--- src/rtl/sequenciador_banco_pkg.sv ---
// Shared types for the register-bank access sequencer.
// Holds the FSM state enum, the default widths and the latched request record.
// Imported by the sequencer top; no logic lives here.
package sequenciador_banco_pkg;

    localparam int BITS_PALAVRA = 32;
    localparam int BITS_END     = 3;

    typedef enum logic [2:0] {
        ST_IDLE,
        ST_LEITURA,
        ST_OPERANDOS,
        ST_RESULTADO,
        ST_ESCRITA
    } estado_t;

    typedef struct packed {
        logic [BITS_END-1:0] src_a;
        logic [BITS_END-1:0] src_b;
        logic [BITS_END-1:0] dest;
        logic                escreve;
    } requisicao_t;

endpackage

--- src/rtl/sequenciador_banco.sv ---
// Register-bank access sequencer: reads two operands, hands them to the ALU, writes the result back.
// Latency: operands valid 1 cycle after accept; min period 3 cycles (read-only) / 5 cycles (write-back).
// Backpressure: op_ready and res_valid may stall OPERANDOS / RESULTADO indefinitely; one request in flight.
module sequenciador_banco
    import sequenciador_banco_pkg::*;
#(
    parameter int bits_palavra = BITS_PALAVRA,
    parameter int bits_end     = BITS_END
) (
    input  logic                    i_clock,
    input  logic                    i_reset,
    input  logic                    i_req_valid,
    output logic                    o_req_ready,
    input  logic [bits_end-1:0]     i_req_src_a,
    input  logic [bits_end-1:0]     i_req_src_b,
    input  logic [bits_end-1:0]     i_req_dest,
    input  logic                    i_req_escreve,
    output logic                    o_op_valid,
    input  logic                    i_op_ready,
    output logic [bits_palavra-1:0] o_op_a,
    output logic [bits_palavra-1:0] o_op_b,
    input  logic                    i_res_valid,
    output logic                    o_res_ready,
    input  logic [bits_palavra-1:0] i_res_dado,
    output logic                    o_rf_habilita,
    output logic [bits_end-1:0]     o_rf_in_out_a,
    output logic [bits_end-1:0]     o_rf_out_b,
    output logic [bits_palavra-1:0] o_rf_e,
    input  logic [bits_palavra-1:0] i_rf_a,
    input  logic [bits_palavra-1:0] i_rf_b,
    output logic                    o_ocupado
);

    estado_t                 r_estado;
    requisicao_t             r_req;
    logic                    r_req_ready;
    logic                    r_op_valid;
    logic                    r_res_ready;
    logic                    r_rf_habilita;
    logic                    r_ocupado;
    logic [bits_palavra-1:0] r_op_a;
    logic [bits_palavra-1:0] r_op_b;
    logic [bits_palavra-1:0] r_rf_e;
    logic [bits_end-1:0]     r_rf_in_out_a;
    logic [bits_end-1:0]     r_rf_out_b;

    requisicao_t             w_req;

    assign w_req = {i_req_src_a, i_req_src_b, i_req_dest, i_req_escreve};

    // Sequencer FSM; every handshake flag is a register updated together with the state.
    // The bank refreshes its outputs on the falling edge, so addresses are driven from the
    // accept edge and the operands are sampled on the rising edge that leaves LEITURA.
    always_ff @(posedge i_clock or posedge i_reset) begin
        if (i_reset) begin
            r_estado      <= ST_IDLE;
            r_req         <= '0;
            r_req_ready   <= 1'b1;
            r_op_valid    <= 1'b0;
            r_res_ready   <= 1'b0;
            r_rf_habilita <= 1'b0;
            r_ocupado     <= 1'b0;
            r_op_a        <= '0;
            r_op_b        <= '0;
            r_rf_e        <= '0;
            r_rf_in_out_a <= '0;
            r_rf_out_b    <= '0;
        end else begin
            case (r_estado)
                ST_IDLE: begin
                    if (i_req_valid) begin
                        r_req         <= w_req;
                        r_rf_in_out_a <= w_req.src_a;
                        r_rf_out_b    <= w_req.src_b;
                        r_req_ready   <= 1'b0;
                        r_ocupado     <= 1'b1;
                        r_estado      <= ST_LEITURA;
                    end
                end
                ST_LEITURA: begin
                    // Keep the read addresses on the latched sources while the bank answers.
                    r_rf_in_out_a <= r_req.src_a;
                    r_rf_out_b    <= r_req.src_b;
                    r_op_a        <= i_rf_a;
                    r_op_b        <= i_rf_b;
                    r_op_valid    <= 1'b1;
                    r_estado      <= ST_OPERANDOS;
                end
                ST_OPERANDOS: begin
                    if (i_op_ready) begin
                        r_op_valid <= 1'b0;
                        if (r_req.escreve) begin
                            r_res_ready <= 1'b1;
                            r_estado    <= ST_RESULTADO;
                        end else begin
                            r_req_ready <= 1'b1;
                            r_ocupado   <= 1'b0;
                            r_estado    <= ST_IDLE;
                        end
                    end
                end
                ST_RESULTADO: begin
                    if (i_res_valid) begin
                        r_rf_e        <= i_res_dado;
                        r_rf_in_out_a <= r_req.dest;
                        r_rf_habilita <= 1'b1;
                        r_res_ready   <= 1'b0;
                        r_estado      <= ST_ESCRITA;
                    end
                end
                ST_ESCRITA: begin
                    // Single write-back cycle; the bank commits it on the falling edge.
                    r_rf_habilita <= 1'b0;
                    r_req_ready   <= 1'b1;
                    r_ocupado     <= 1'b0;
                    r_estado      <= ST_IDLE;
                end
                default: begin
                    r_op_valid    <= 1'b0;
                    r_res_ready   <= 1'b0;
                    r_rf_habilita <= 1'b0;
                    r_req_ready   <= 1'b1;
                    r_ocupado     <= 1'b0;
                    r_estado      <= ST_IDLE;
                end
            endcase
        end
    end

    assign o_req_ready   = r_req_ready;
    assign o_op_valid    = r_op_valid;
    assign o_res_ready   = r_res_ready;
    assign o_rf_habilita = r_rf_habilita;
    assign o_ocupado     = r_ocupado;
    assign o_op_a        = r_op_a;
    assign o_op_b        = r_op_b;
    assign o_rf_e        = r_rf_e;
    assign o_rf_in_out_a = r_rf_in_out_a;
    assign o_rf_out_b    = r_rf_out_b;

endmodule

--- config.mk ---
export PLATFORM = sky130hd
export DESIGN_NAME = sequenciador_banco
export DESIGN_NICKNAME = d
export VERILOG_FILES = /design/src/rtl/sequenciador_banco_pkg.sv /design/src/rtl/sequenciador_banco.sv
export SDC_FILE = /design/constraint.sdc
export NUM_CORES = 1
export LEC_CHECK = 0
export CAP_MARGIN = 20
export CORE_UTILIZATION = 41
export CTS_BUF_LIST = sky130_fd_sc_hd__clkbuf_16
export CTS_CLUSTER_DIAMETER = 30
export CTS_CLUSTER_SIZE = 30
export DETAILED_ROUTE_END_ITERATION = 10
export GPL_TIMING_DRIVEN = 0
export PLACE_DENSITY = 0.92
export SLEW_MARGIN = 20
export SYNTH_ARGS = -nofsm -noshare
export SYNTH_HDL_FRONTEND = slang
export SYNTH_SLANG_ARGS = --single-unit
--- constraint.sdc ---
create_clock -name i_clock -period 5 [get_ports i_clock]
set_clock_uncertainty 0.05 [all_clocks]
set_input_delay 1 -clock i_clock [delete_from_list [all_inputs] [get_ports i_clock]]
set_output_delay 1 -clock i_clock [all_outputs]
set_load 0.05 [all_outputs]
==> run_results.csv <==
group,metric,value,unit
synth,netlist_area,4720,µm²
synth,synth_edf_count,0,
drt,drt_iter0_drc,91,
synth,async_reset_ff_frac,1.00,
worst_setup_path,slowest_delay,0.81,ns
floorplan,start_util,0.428,
worst_setup_path,cp_top_family,"buffers and inverters",
drt,drc,0,
floorplan,die-area,11900,µm²
min_path,holdPathEnd,"o_rf_e[10]",
floorplan,coreArea,11000,µm²
layout,n_antenna_cell,0,
run_status,status,"finished, final reports clean",
worst_setup_path,crit_required,3.95,ns
global_route,grt_max_degree,64,
min_path,hold_depth,1,
clock_network,cts-root-buf,"clkbuf_16",
worst_setup_path,start_kind,"flop",
timing,max-slew-margin-rel,0.627,
global_route,grt_usage,0.206,
synth,synth_fp_nets,413,
synth,synth_top_area_frac,0.631,
layout,layout-drive-gt1-share,0.259,
synth,syn_avg_cell_area,15.6,µm²
floorplan,rows,38,
synth,synth_common_cells,"dfrtp_1 (119), mux2_2 (81), mux2_4 (18)",
clock_network,clkLatencyLatePin,0.40,ns
timing,worstMarginPinSlew,0.558,ns
synth,synth_ff_type,"dfrtp_1",
global_route,antenna_found_initial,0,
drt,wl,11900,µm
worst_setup_path,cp-end-kind,"output pin",
clock_network,clk_path_buf_depth,2,
synth,yosysSeqAreaShare,0.637,
worst_setup_path,startpoint,"o_req_ready",
synth,synth_seq_cells,120,
clock_network,hold_buffers,0,
placement,dpl.hpwl,8820,µm
synth,synth.largest_area_cell,"dfrtp_1",
timing,rsz0062_at_grt,"false",
synth,synth.distinct_cells,28,
floorplan,die_h,109,µm
layout,nets,650,
layout,areaGrowthSynthToFinish,63.8,%
global_route,globalRouteOverflowTotal,0,
timing,max_freq,0.357,GHz
clock_network,cts.sinks,120,
drt,detail_route.first_pass.iterations,5,
timing,finalSetupTns,0,ns
synth,ys_top_cells_by_area,"dfrtp_1 (63%), mux2_2 (19%), mux2_4 (5.7%)",
clock_network,h-tree-depth,4,
clock_network,post-cts-setup-buffers,0,
global_route,grt_pass1_wl,18300,µm
worst_setup_path,ff2ff_setup_slack,3.02,ns
worst_setup_path,cp_max_fo,3,
drt,vias,3377,
drt,avgRoutedWirePerCell,17.2,µm
placement,io_buffers,217,
clock_network,cts_buffers,17,
floorplan,pin_count,218,
timing,period_share,0.560,
placement,place.gp.congestion,0.813,
worst_setup_path,path_class,"flop to output pin",
clock_network,cts-resized-gates,0,
timing,final.min_clock_period,2.80,ns
min_path,hp-class,"flop to flop",
worst_setup_path,reg2regPathDepth,5,
layout,utilization,0.701,
worst_setup_path,critPathBufInv,1,
worst_setup_path,cp.arrival,1.75,ns
worst_setup_path,r2r_start,"r_estado[2]",
synth,synthCells,302,
drt,antenna_left,0,
worst_setup_path,cpMaxStageDelayCell,"clkdlybuf4s50_1",
global_route,grt_pass1_vias,3628,
drt,viasPerCell,4.88,
synth,yosysWarnings,0,
timing,slew_viol_final,0,
worst_setup_path,crit_chain,"clkdlybuf4s50_1",
worst_setup_path,rr_endpoint,"o_op_b[3]",
floorplan,die_w,109,µm
job,drv_cap,0,
clock_network,clk_pin_slew,0.05,ns
min_path,min-delay-start,"o_rf_e[10]",
clock_network,cts_tree,"done",
timing,hold_viol_final,0,
synth,yosysMostFrequentCell,"dfrtp_1",
timing,setup_viol,0,
[layout by cell type (no fill, tap or decap), drive strengths merged]
| cell | instances |
|---|---|
| clkdlybuf4s50 | 217 |
| buf | 13 |
| clkinv | 6 |
| nor2b | 3 |
| a21o | 1 |
| mux2 | 109 |
| o211ai | 1 |
| o31ai | 1 |
| nand3 | 2 |
| nand2 | 6 |
| or2 | 1 |
| clkinvlp | 2 |
| a222oi | 2 |
| nand2b | 5 |
| o21ai | 12 |
| a21oi | 6 |
| inv | 8 |
| clkbuf | 20 |
| nor3 | 1 |
| dfrtp | 119 |
| dfstp | 1 |
| nand3b | 1 |
| mux2i | 3 |
| bufinv | 5 |
| a31oi | 1 |
| nor2 | 5 |
| o22ai | 1 |
[logic make-up after synthesis]
logic type,synth area share
compound gates,0.0308
buf+inv,0.0260
simple gates,0.0260
flops,0.637
mux,0.281
[state kept, by name, indices dropped and copies added, names as in the netlist, 3 cells and up]
signal	flops
o_rf_in_out_a	3
o_op_a	32
r_req	10
o_op_b	32
r_estado	3
o_rf_e	32
o_rf_out_b	3
[layer usage]
layer | track usage | share of wire | vias to the layer above
met5 | 0 | 0 | -
met4 | 0.0695 | 0.013 | 0
met3 | 0.0640 | 0.062 | 14
met2 | 0.378 | 0.55 | 126
met1 | 0.223 | 0.37 | 1689
li1 | - | - | 1548
[worst reg2reg max path: stages, from the launching register on]
cell and delay, ns:
dfrtp_1 0.42, nand2b_2 0.27, nor2_1 0.22, buf_2 0.30, buf_4 0.25, mux2_2 0.36
[worst max path at each step]
stage | depth (start not counted) | slack [ns] | end
6_report | 1 | 2.20 | o_req_ready
5_1_grt | 1 | 2.16 | o_req_ready
4_1_cts | 1 | 2.18 | o_req_ready
3_5_place_dp | 5 | 2.15 | r_req[2]
3_3_place_gp | 2 | -0.73 | o_rf_e[5]
2_1_floorplan | 1 | 0.77 | o_ocupado
[per-stage QoR]
stage               hold slack (ns)  cells  setup WS, ns  instance area [µm²]
finish                        0.440    692          2.20                 7730
global route                  0.449    692          2.16                 7730
CTS                           0.443    692          2.18                 7730
detailed placement            0.431    660          2.15                 7100
global placement              0.424    659        -0.726                 7070
floorplan                     0.425    302         0.766                 4720
[final cells by class]
cell class | instances | area, µm²
plain buffers | 15 | 100
clock inverters | 15 | 208
inverters | 6 | 27.5
well taps | 140 | 175
clock buffers | 17 | 425
multi-input cells | 161 | 1590
fillers | 747 | 3300
repair buffers | 218 | 2200
flip-flops and latches | 120 | 3000
Power is left out: the tool's default activity adds up to more than one toggle a clock period on the data nets, which glitch-free logic cannot reach.
